`config.mk`:
```
export PLATFORM = sky130hd
export DESIGN_NAME = ae_train_sequencer
export DESIGN_NICKNAME = d
export VERILOG_FILES = /design/src/rtl/ae_seq_pkg.sv /design/src/rtl/ae_phase_timer.sv /design/src/rtl/ae_train_sequencer.sv
export SDC_FILE = /design/constraint.sdc
export NUM_CORES = 1
export LEC_CHECK = 0
export BUFFER_PORTS_ARGS = -buffer_cell sky130_fd_sc_hd__buf_2
export CORE_ASPECT_RATIO = 1.2
export CORE_MARGIN = 4
export CORE_UTILIZATION = 50
export DETAILED_ROUTE_END_ITERATION = 12
export PLACE_DENSITY_LB_ADDON = 0.15
export SLEW_MARGIN = 15
export SYNTH_ARGS = -nofsm -noshare
export SYNTH_HDL_FRONTEND = slang
export SYNTH_SLANG_ARGS = --single-unit
```
`constraint.sdc`:
```
create_clock -name clk -period 2.2 [get_ports clk]
set_clock_uncertainty 0.1 [all_clocks]
set_input_delay 0.22 -clock clk [delete_from_list [all_inputs] [get_ports clk]]
set_output_delay 0.22 -clock clk [all_outputs]
set_load 0.1 [all_outputs]
```
`src/rtl/ae_seq_pkg.sv`:
```
`default_nettype none
// +--------------------------------------------------------------------+
// | ae_seq_pkg : shared state encoding and widths for the train FSM     |
// | Rev 1.0                                                            |
// +--------------------------------------------------------------------+
package ae_seq_pkg;
  localparam int SAMPLE_W = 5;
  localparam int EPOCH_W  = 8;
  localparam int PHASE_W  = 8;

  typedef enum logic [2:0] {
    ST_IDLE = 3'd0,
    ST_LOAD = 3'd1,
    ST_FWD  = 3'd2,
    ST_BWD  = 3'd3,
    ST_UPD  = 3'd4,
    ST_DONE = 3'd5
  } seq_state_t;
endpackage
`default_nettype wire

```
`src/rtl/ae_phase_timer.sv`:
```
`default_nettype none
// +--------------------------------------------------------------------+
// | ae_phase_timer : loadable down-counter, flags the last phase cycle  |
// | Rev 1.0                                                            |
// +--------------------------------------------------------------------+
module ae_phase_timer
  import ae_seq_pkg::*;
(
  input  logic               clk,
  input  logic               rst,
  input  logic               load,
  input  logic               en,
  input  logic [PHASE_W-1:0] load_val,
  output logic               last
);
  localparam logic [PHASE_W-1:0] C_ONE = PHASE_W'(1);

  logic [PHASE_W-1:0] cnt_q, cnt_d;

  always_comb begin
    cnt_d = cnt_q;
    if (load)
      cnt_d = load_val;
    else if (en && (cnt_q != '0))
      cnt_d = cnt_q - C_ONE;
  end

  always_ff @(posedge clk or posedge rst) begin
    if (rst) cnt_q <= '0;
    else     cnt_q <= cnt_d;
  end

  assign last = (cnt_q == '0);
endmodule
`default_nettype wire

```
`src/rtl/ae_train_sequencer.sv`:
```
`default_nettype none
// +--------------------------------------------------------------------+
// | ae_train_sequencer : FWD/BWD/UPD training-loop controller           |
// | Optional abort port: define AE_SEQ_ABORT_EN.        Rev 1.0         |
// +--------------------------------------------------------------------+
module ae_train_sequencer
  import ae_seq_pkg::*;
#(
  parameter int N_SAMPLE = 20,
  parameter int N_EPOCH  = 100,
  parameter int FWD_CYC  = 6,
  parameter int BWD_CYC  = 8,
  parameter int UPD_CYC  = 2
) (
  input  logic                clk,
  input  logic                rst,
`ifdef AE_SEQ_ABORT_EN
  input  logic                abort,
`endif
  input  logic                start,
  input  logic                hold,
  input  logic [SAMPLE_W-1:0] sample_q,
  output logic [SAMPLE_W-1:0] sample_d,
  output logic                fwd_en,
  output logic                bwd_en,
  output logic                upd_en,
  output logic [EPOCH_W-1:0]  epoch,
  output logic                busy,
  output logic                done
);
  localparam logic [SAMPLE_W-1:0] C_LAST_IDX = SAMPLE_W'(N_SAMPLE - 1);
  localparam logic [SAMPLE_W-1:0] C_IDX_ONE  = SAMPLE_W'(1);
  localparam logic [EPOCH_W-1:0]  C_EPOCHS   = EPOCH_W'(N_EPOCH);
  localparam logic [EPOCH_W-1:0]  C_EP_ONE   = EPOCH_W'(1);
  localparam logic [PHASE_W-1:0]  C_FWD_LD   = PHASE_W'(FWD_CYC - 1);
  localparam logic [PHASE_W-1:0]  C_BWD_LD   = PHASE_W'(BWD_CYC - 1);
  localparam logic [PHASE_W-1:0]  C_UPD_LD   = PHASE_W'(UPD_CYC - 1);

  seq_state_t         state_q, state_d;
  logic [EPOCH_W-1:0] epoch_q, epoch_d, epoch_inc;
  logic               fwd_en_q, bwd_en_q, upd_en_q, busy_q, done_q;
  logic               fwd_en_d, bwd_en_d, upd_en_d, busy_d, done_d;
  logic               tmr_load, tmr_en, tmr_last;
  logic [PHASE_W-1:0] tmr_val;
  logic               abort_req;

`ifdef AE_SEQ_ABORT_EN
  assign abort_req = abort;
`else
  assign abort_req = 1'b0;
`endif

  assign epoch_inc = epoch_q + C_EP_ONE;

  always_comb begin
    state_d  = state_q;
    epoch_d  = epoch_q;
    sample_d = sample_q;
    tmr_en   = 1'b0;
    case (state_q)
      ST_IDLE: begin
        sample_d = '0;
        if (start) begin
          state_d = ST_LOAD;
          epoch_d = '0;
        end
      end
      ST_LOAD: begin
        sample_d = '0;
        if (!hold) state_d = ST_FWD;
      end
      ST_FWD: if (!hold) begin
        if (tmr_last) state_d = ST_BWD;
        else          tmr_en  = 1'b1;
      end
      ST_BWD: if (!hold) begin
        if (tmr_last) state_d = ST_UPD;
        else          tmr_en  = 1'b1;
      end
      ST_UPD: if (!hold) begin
        if (!tmr_last) begin
          tmr_en = 1'b1;
        end else if (sample_q == C_LAST_IDX) begin
          sample_d = '0;
          epoch_d  = epoch_inc;
          state_d  = (epoch_inc == C_EPOCHS) ? ST_DONE : ST_FWD;
        end else begin
          sample_d = sample_q + C_IDX_ONE;
          state_d  = ST_FWD;
        end
      end
      // DONE always retires to IDLE so done stays a single-cycle pulse.
      ST_DONE: begin
        sample_d = '0;
        state_d  = ST_IDLE;
      end
      default: begin
        sample_d = '0;
        state_d  = ST_IDLE;
      end
    endcase

    if (abort_req && (state_q != ST_IDLE)) begin
      state_d  = ST_IDLE;
      epoch_d  = epoch_q;
      sample_d = '0;
      tmr_en   = 1'b0;
    end

    // Any state change reloads the timer; non-phase targets park it at zero.
    tmr_load = (state_d != state_q);
    case (state_d)
      ST_FWD:  tmr_val = C_FWD_LD;
      ST_BWD:  tmr_val = C_BWD_LD;
      ST_UPD:  tmr_val = C_UPD_LD;
      default: tmr_val = '0;
    endcase

    fwd_en_d = (state_d == ST_FWD);
    bwd_en_d = (state_d == ST_BWD);
    upd_en_d = (state_d == ST_UPD);
    busy_d   = (state_d != ST_IDLE);
    done_d   = (state_d == ST_DONE);
  end

  always_ff @(posedge clk or posedge rst) begin
    if (rst) begin
      state_q  <= ST_IDLE;
      epoch_q  <= '0;
      fwd_en_q <= 1'b0;
      bwd_en_q <= 1'b0;
      upd_en_q <= 1'b0;
      busy_q   <= 1'b0;
      done_q   <= 1'b0;
    end else begin
      state_q  <= state_d;
      epoch_q  <= epoch_d;
      fwd_en_q <= fwd_en_d;
      bwd_en_q <= bwd_en_d;
      upd_en_q <= upd_en_d;
      busy_q   <= busy_d;
      done_q   <= done_d;
    end
  end

  ae_phase_timer u_timer (
    .clk      (clk),
    .rst      (rst),
    .load     (tmr_load),
    .en       (tmr_en),
    .load_val (tmr_val),
    .last     (tmr_last)
  );

  assign fwd_en = fwd_en_q;
  assign bwd_en = bwd_en_q;
  assign upd_en = upd_en_q;
  assign busy   = busy_q;
  assign done   = done_q;
  assign epoch  = epoch_q;
endmodule
`default_nettype wire

```
==> impl_summary.txt, run 1 <==
----------------------------------------------------
[Run status]
  Run status ... finished with violations
  Violated checks ... setup timing

[Detailed routing]
  Final routed DRC violation total ... 0
  Violation count after the first detailed-route iteration ... around 230
  Met2 WL post-DR ... 2.91 mm
  Residual antenna-violating net count after detailed routing ... 0
  Wl on met1 ... roughly 1.9 mm
  Final wirelength ... 5.25 mm
  Top layer in use ... met4
  Count of vias placed by the detailed router ... ~1,900
  First-pass detailed-route iteration total ... 4
  Met3 WL ... around 280 um
  Average detailed-routed wire length per instance ... 17.6 um
  Ratio of routed vias to standard cells ... 6.22

[STA]
  Upper clock frequency limit ... between 300 and 400 MHz
  Pin slew with the least headroom to its limit ... about 500 ps
  Final Critical Period ... 2620 ps
  Final Hold Viols ... 0
  Fin crit share ... 119%
  Total of endpoints with negative setup slack in the final report ... 24
  Relative slew slack ... 66.4%
  Worst setup slack after layout ... -415 ps
  Max-slew violations ... 0
  RSZ-0062 raised after global routing ... yes

[Final layout]
  Post-layout nets ... 276
  Summed area of non-filler cells in the final layout ... around 0.0025 mm2
  Fraction of layout cells with a size suffix above 1 ... roughly 46%
  Post-route non-filler standard cell count ... slightly below 300
  Post-synthesis to final-layout area growth ... 52.7%
  Ant. Diodes ... 0
  Filler cells ... about 200

[Die]
  Die height ... approximately 70 um
  Total number of placement rows ... 22
  Chip width ... just over 60 um
  Die ar. ... about 0.0043 mm2
  Initial standard-cell utilization of the core ... ~53%
  Top-level port count ... 27
  Core region area ... just over 0.003 mm2

[Hold path]
  Hold/Removal Path Class ... input port to asynchronous set/reset pin

[Pwr]
  Largest vdd supply drop ... ~1.1 mV
  Cell area power density ... 1320 mW/mm2
  Net switching component of the power ... approximately 1600 uW
  Part of the total power dissipated in combinational logic ... ~70%
  Static Leakage ... 0.00118 uW
  Internal cell power ... between 1500 and 2000 uW
  Switching power as a share of total power ... about half
  Sequential power share ... around a fifth
  Clk network pwr share ... just over 10%

[Clocking]
  H-tree levels ... 1
  Number of CTS-inserted buffers ... 3
  Clock sink count ... 24
  Number of buffers between clock root and the deepest sink ... 2
  Clock latency on the worst-skew pair ... around 330 ps
  TritonCTS clock tree ... yes
  Clock-pin slew on the worst setup and hold paths ... around 150 ps
  Clk Tree Root Cell ... sky130_fd_sc_hd__clkbuf_4

[Flow run]
  Number of max-capacitance violations reported ... 0

[Setup path]
  Startpoint type of the worst setup path ... register
  Critical path data arrival time ... 2300 ps
  Worst reg2reg startpoint ... u_timer.cnt_q[0]
  Crit path required time ... 1880 ps
  CP max-delay cell ... sky130_fd_sc_hd__or4b_4
  Largest incremental delay on the critical path ... around 480 ps
  Crit end category ... output pin
  Reg-to-reg critical path endpoint ... u_timer.cnt_q[2]
  Count of cells along the worst register-to-register path ... 11
  Library cell appearing most often on the critical path ... sky130_fd_sc_hd__buf_12
  Internal reg-to-reg setup slack ... -310 ps
  Ordered list of cells on the worst path ... inv_2 > ha_4 > or4b_4 > nor2_4 > nand2_4 > buf_12 > o31ai_4 > buf_12
  Type of the setup path with the least slack ... register to output pin
  Critical Path Fanout Max ... 4

[Synthesis]
  Top flip-flop cell by instance count after synthesis ... sky130_fd_sc_hd__dfrtp_1
  Biggest area contributors in the synthesized netlist ... sky130_fd_sc_hd__dfrtp_1, sky130_fd_sc_hd__o21ai_0, sky130_fd_sc_hd__nand2_1
  Async set-reset flop share out of synthesis ... 100%
  Synth top area share ... 36.5%
  EDFF count, synth ... 0
  Synthesized instance count ... roughly 190
  FF+latch count, synth ... 24
  Top-count cell post-synth ... sky130_fd_sc_hd__dfrtp_1
  Post-Syn Area per Cell ... about 8.6 um2
  Unique masters post-synth ... 49
  Post-Syn Area ... between 0.0015 and 0.002 mm2
  Warnings, synthesis ... 0
  Net count after synthesis ... between 200 and 250
  Cell type with the highest aggregate area in the netlist ... sky130_fd_sc_hd__dfrtp_1
  Most instantiated cells after synthesis ... sky130_fd_sc_hd__dfrtp_1, sky130_fd_sc_hd__nand2_1, sky130_fd_sc_hd__o21ai_0
  Sequential cell area fraction in the yosys report ... between 30 and 40%

[Global route]
  Initial antenna violation count ... 0
  Global-route wire length before repair ... between 8 and 9 mm
  Overflow after GRT ... 0
  Via count of the first global-routing pass ... between 1,500 and 2,000
  Pin count of the biggest net entering global routing ... 15
  GR Util All Layers ... between 20 and 30%

[Placement]
  Placement Cell Area ... about 0.0023 mm2
  Number of I/O port buffers ... 26
  Gpl congestion ... around 0.87
  Cell count after placement ... between 200 and 300
  Dpl hpwl ... ~3.7 mm

----------------------------------------------------
through the flow:
stage	utilization (%)	hold slack [ps]	total power (uW)	setup slack [ps]	TNS, ps
after floorplan	-	134	2010	-709	-1720
after CTS	78.8	305	3200	-385	-3460
final	80.7	311	3300	-415	-4860
after global placement	72.8	124	2620	-113	-1160
after detailed placement	72.8	129	2680	-259	-2460
after global routing	80.7	333	3480	-494	-7320
worst max-delay path: cells and delay by family, from the launching register on:
kind | cells | cell delay [ps]
AO/OA/AOI/OAI | 1 | 210
flip-flops | 1 | 430
AND/OR/NAND/NOR | 3 | 740
buffers and inverters | 3 | 460
adder cells (fa/ha/maj) | 1 | 120
cell families after synthesis:
kind of cell	after synthesis	synth area share, %
xor gates and xnor gates	9	4.79
AOI/OAI and AO/OA	57	24.0
adders and majority gates	4	3.04
and+or+nand+nor	83	27.6
DFF	24	36.5
buffers and inverters	15	4.03
repair_timing:
action                                  4_1_cts  5_1_grt
pin swaps                                    10        7
hold buffers                                  1        0
endpoints found under the hold margin        10        0
setup buffers                                 6        5
endpoints found under the setup margin       23       25
gates resized for setup                      25        6
cell type report:
class,count,area [um2],share of cell area (%)
Clock buffer,3,22.5,0.897
Clock inverter,1,30.0,1.20
Inverter,7,26.3,1.05
Multi-Input combinational cell,153,1180,47.2
Sequential cell,24,619,24.7
Tap cell,36,45.0,1.79
Timing Repair Buffer,74,583,23.2
worst max path at each step:
stage | to | cells past startpoint | slack, ps | from
floorplan | sample_d[2] | 6 | -710 | u_timer.cnt_q[1]
global placement | epoch[6] | 9 | -110 | u_timer.cnt_q[0]
detailed placement | epoch[3] | 9 | -260 | u_timer.cnt_q[0]
CTS | sample_d[0] | 8 | -390 | u_timer.cnt_q[1]
global route | sample_d[4] | 8 | -490 | u_timer.cnt_q[0]
finish | sample_d[0] | 8 | -420 | u_timer.cnt_q[0]
power by group through the flow:
stage | combinational [uW] | sequential [uW] | clock, uW
floorplan | 1090 | 923 | 0
global placement | 1960 | 667 | 0
detailed placement | 2010 | 673 | 0
CTS | 2200 | 663 | 335
global route | 2440 | 686 | 356
finish | 2300 | 666 | 335
registers in the layout, indices dropped and copies added (netlist names):
register,cells
busy,1
epoch,8
fwd_en,1
u_timer.cnt_q,8
upd_en,1
bwd_en,1
state_q,3
done,1
layer usage:
| layer | up-vias | GRT usage (%) |
|---|---|---|
| li1 | 848 | - |
| met1 | 889 | 28.1 |
| met2 | 90 | 48.2 |
| met3 | 28 | 2.92 |
| met4 | 0 | 10.6 |
| met5 | - | 0 |
layout by cell type, fill, tap and decap left out, types with 3 or more instances in the layout:
master	count
sky130_fd_sc_hd__nand2b_1	7
sky130_fd_sc_hd__dfrtp_1	17
sky130_fd_sc_hd__a21o_1	3
sky130_fd_sc_hd__nor2_1	12
sky130_fd_sc_hd__and3_1	3
sky130_fd_sc_hd__clkbuf_4	3
sky130_fd_sc_hd__dfrtp_4	4
sky130_fd_sc_hd__buf_2	21
sky130_fd_sc_hd__inv_1	5
sky130_fd_sc_hd__o31ai_1	3
sky130_fd_sc_hd__buf_4	43
sky130_fd_sc_hd__or3_1	3
sky130_fd_sc_hd__nand2_1	20
sky130_fd_sc_hd__nand3_1	10
sky130_fd_sc_hd__nor3_1	4
sky130_fd_sc_hd__buf_6	4
sky130_fd_sc_hd__buf_12	5
sky130_fd_sc_hd__o21ai_1	5
sky130_fd_sc_hd__a21oi_1	7
sky130_fd_sc_hd__o21ai_0	9
sky130_fd_sc_hd__xnor2_1	5
sky130_fd_sc_hd__xor2_1	4
sky130_fd_sc_hd__dfrtp_2	3
sky130_fd_sc_hd__o21ai_2	5
(Power assumes the default switching activity.)
==> run 2, diff against run 1 <==
CORE_MARGIN = 2   (was 4)
CORE_UTILIZATION = 60   (was 50)
clock period = 3.1 ns   (was 2.2 ns; I/O delays follow)
==> run 2 against run 1 <==
  * The run now ends clean
  * Critical endpoint is now sample_d[2]
  * Non-clock buffer count is 47 lower
  * Register-to-register slack gained 520 ps
  * Combinational power fell by 52%
  * Highest routed layer unchanged
  * Largest power group unchanged
  * Sequential power decreased by 20%
  * Total power fell by 43%
==> impl_summary.txt, run 2 (synthesis results as in run 1) <==
----------------------------------------------------
[Placement]
  Placement Cell Area ... 0.00188 mm2 (-17%)
  Dpl hpwl ... 2.93 mm (-21%)
  Gpl congestion ... 0.931 (+6.7%)
  Number of I/O port buffers ... 26 (unchanged)

[Detailed routing]
  Average detailed-routed wire length per instance ... 16.5 um (-6.3%)
  Final routed DRC violation total ... 0 (unchanged)
  Ratio of routed vias to standard cells ... 6.47 (+4.0%)
  Final wirelength ... 4.10 mm (-22%)
  Residual antenna-violating net count after detailed routing ... 0 (unchanged)
  First-pass detailed-route iteration total ... 5 (+1)
  Count of vias placed by the detailed router ... 1,605 (-13%)
  Violation count after the first detailed-route iteration ... 91 (-61%)

[Die]
  Chip width ... 51.8 um (-14%)
  Top-level port count ... 27 (unchanged)
  Total number of placement rows ... 20 (-9.1%)
  Die height ... 61.3 um (-13%)
  Initial standard-cell utilization of the core ... 63.8% (+11 points)
  Core region area ... 0.00258 mm2 (-17%)
  Die ar. ... 0.00318 mm2 (-26%)

[Pwr]
  Static Leakage ... 0.000904 uW (-23%)
  Cell area power density ... 956 mW/mm2 (-27%)
  Largest vdd supply drop ... 0.596 mV (-44%)
  Total power consumption of the routed design ... 1870 uW (-43%)

[STA]
  Upper clock frequency limit ... between 300 and 400 MHz
  Max-slew violations ... 0 (unchanged)
  Total Neg Setup Slack ... 0 ps (+4860 ps)
  Relative slew slack ... 38.5% (-28 points)
  Fin crit share ... a little over nine tenths
  Pin slew with the least headroom to its limit ... 922 ps (+420 ps)
  Final Hold Viols ... 0 (unchanged)
  Final Critical Period ... ~3000 ps
  Total of endpoints with negative setup slack in the final report ... 0 (-100%)
  RSZ-0062 raised after global routing ... no
  Worst hold slack ... 45.3 ps (-266 ps)

[Setup path]
  Type of the setup path with the least slack ... register to output pin
  Critical Path Fanout Max ... 6 (+2)
  Internal reg-to-reg setup slack ... 210 ps (+520 ps)
  Count of cells along the worst register-to-register path ... 8 (-3)
  Startpoint type of the worst setup path ... register
  Critical path data arrival time ... 2580 ps (+280 ps)
  Crit end category ... output pin
  Crit path required time ... 2690 ps (+810 ps)

[Global route]
  Initial antenna violation count ... 0 (unchanged)
  GR Util All Layers ... 28.1% (+2.3 points)
  Overflow after GRT ... 0 (unchanged)
  Via count of the first global-routing pass ... 1,429 (-22%)
  Global-route wire length before repair ... 6.69 mm (-21%)
  Pin count of the biggest net entering global routing ... 25 (+10)

[Run status]
  Run status ... finished clean

[Clocking]
  TritonCTS clock tree ... yes
  Clock-pin slew on the worst setup and hold paths ... 150 ps (about the same)
  Clock latency on the worst-skew pair ... 330 ps (about the same)
  Number of CTS-inserted buffers ... 3 (unchanged)
  H-tree levels ... 1 (unchanged)
  Cts hold-fix bufs ... 0 (-1)
  Clk Tree Root Cell ... sky130_fd_sc_hd__clkbuf_4
  Number of buffers between clock root and the deepest sink ... 2 (unchanged)
  Clock sink count ... 24 (unchanged)
  Resize count post-CTS ... 3 (-88%)
  Total setup buffers inserted after CTS ... 0 (-6)

[Final layout]
  Fraction of layout cells with a size suffix above 1 ... 21.4% (-25 points)
  Ant. Diodes ... 0 (unchanged)
  Highest-count cells in the layout ignoring fill and taps ... sky130_fd_sc_hd__dfrtp_1, sky130_fd_sc_hd__buf_2, sky130_fd_sc_hd__nand2_1, sky130_fd_sc_hd__o21ai_0, sky130_fd_sc_hd__nor2_1
  Post-synthesis to final-layout area growth ... 19.0%
  Commonest non-fill, non-tap cell in the layout ... sky130_fd_sc_hd__dfrtp_1
  Post-layout nets ... 229 (-17%)
  Filler cells ... 191 (-7.3%)
  Summed area of non-filler cells in the final layout ... 0.00196 mm2 (-22%)

[Flow run]
  Number of max-capacitance violations reported ... 0 (unchanged)

[Hold path]
  Hold/Removal Path Class ... input port to asynchronous set/reset pin

----------------------------------------------------
[run 2: cell types whose count changed in the layout (fill, tap and decap cells not counted), moves of 3 or more]
cell                      previous run  this run
sky130_fd_sc_hd__buf_4              43         1
sky130_fd_sc_hd__o21ai_2             5         1
sky130_fd_sc_hd__o21ai_1             5         2
sky130_fd_sc_hd__buf_6               4         1
sky130_fd_sc_hd__dfrtp_2             3         0
sky130_fd_sc_hd__dfrtp_1            17        24
sky130_fd_sc_hd__buf_12              5         2
sky130_fd_sc_hd__o21ai_0             9        16
sky130_fd_sc_hd__nor2_1             12        15
sky130_fd_sc_hd__dfrtp_4             4         0
[run 2: final timing paths]
| path | from | end |
|---|---|---|
| worst max register to register | u_timer.cnt_q[0] | epoch[6] |
| worst max-delay path | u_timer.cnt_q[0] | sample_d[2] |
| worst min-delay path | rst | u_timer.cnt_q[1] |
| min in group clk | hold | bwd_en |
| max in group asynchronous | rst | epoch[1] |
| worst min register to register | epoch[7] | epoch[7] |
[run 2: critical path: stages (launching register included)]
cell                      delay (ps)
sky130_fd_sc_hd__dfrtp_1         430
sky130_fd_sc_hd__inv_1           110
sky130_fd_sc_hd__ha_1            250
sky130_fd_sc_hd__or4b_1          580
sky130_fd_sc_hd__nor2_4          180
sky130_fd_sc_hd__nand2_2         150
sky130_fd_sc_hd__o41ai_4         310
sky130_fd_sc_hd__buf_12          220
[run 2: final cells by class]
type	count	area [um2]	area share (%)
clock buffer	3	22.5	1.15
clock inverter	1	30.0	1.54
inverter	7	26.3	1.34
timing repair buffer	27	176	9.02
sequential	24	601	30.7
tap	33	41.3	2.11
multi-input combinational	153	1060	54.1
[run 2: layer usage]
metal / track usage [%] / vias up / wire length, um
li1: - / 754 / -
met1: 32.8 / 753 / 1580
met2: 52.7 / 72 / 2140
met3: 3.40 / 26 / 238
met4: 10.9 / 0 / 139
met5: 0 / - / 0
[run 2: through the flow]
step                std cells  setup slack (ps)  utilization [%]
finish                    248               113             75.9
global route              248              10.1             75.9
CTS                       248              39.4             75.2
detailed placement        244               266             72.9
global placement          244               352             72.9
floorplan                 192             -17.7                -
[run 2: power by group]
group          internal, uW  switching (uW)
registers               396             136
clock network           131             106
logic                   344             756
total                   870             999
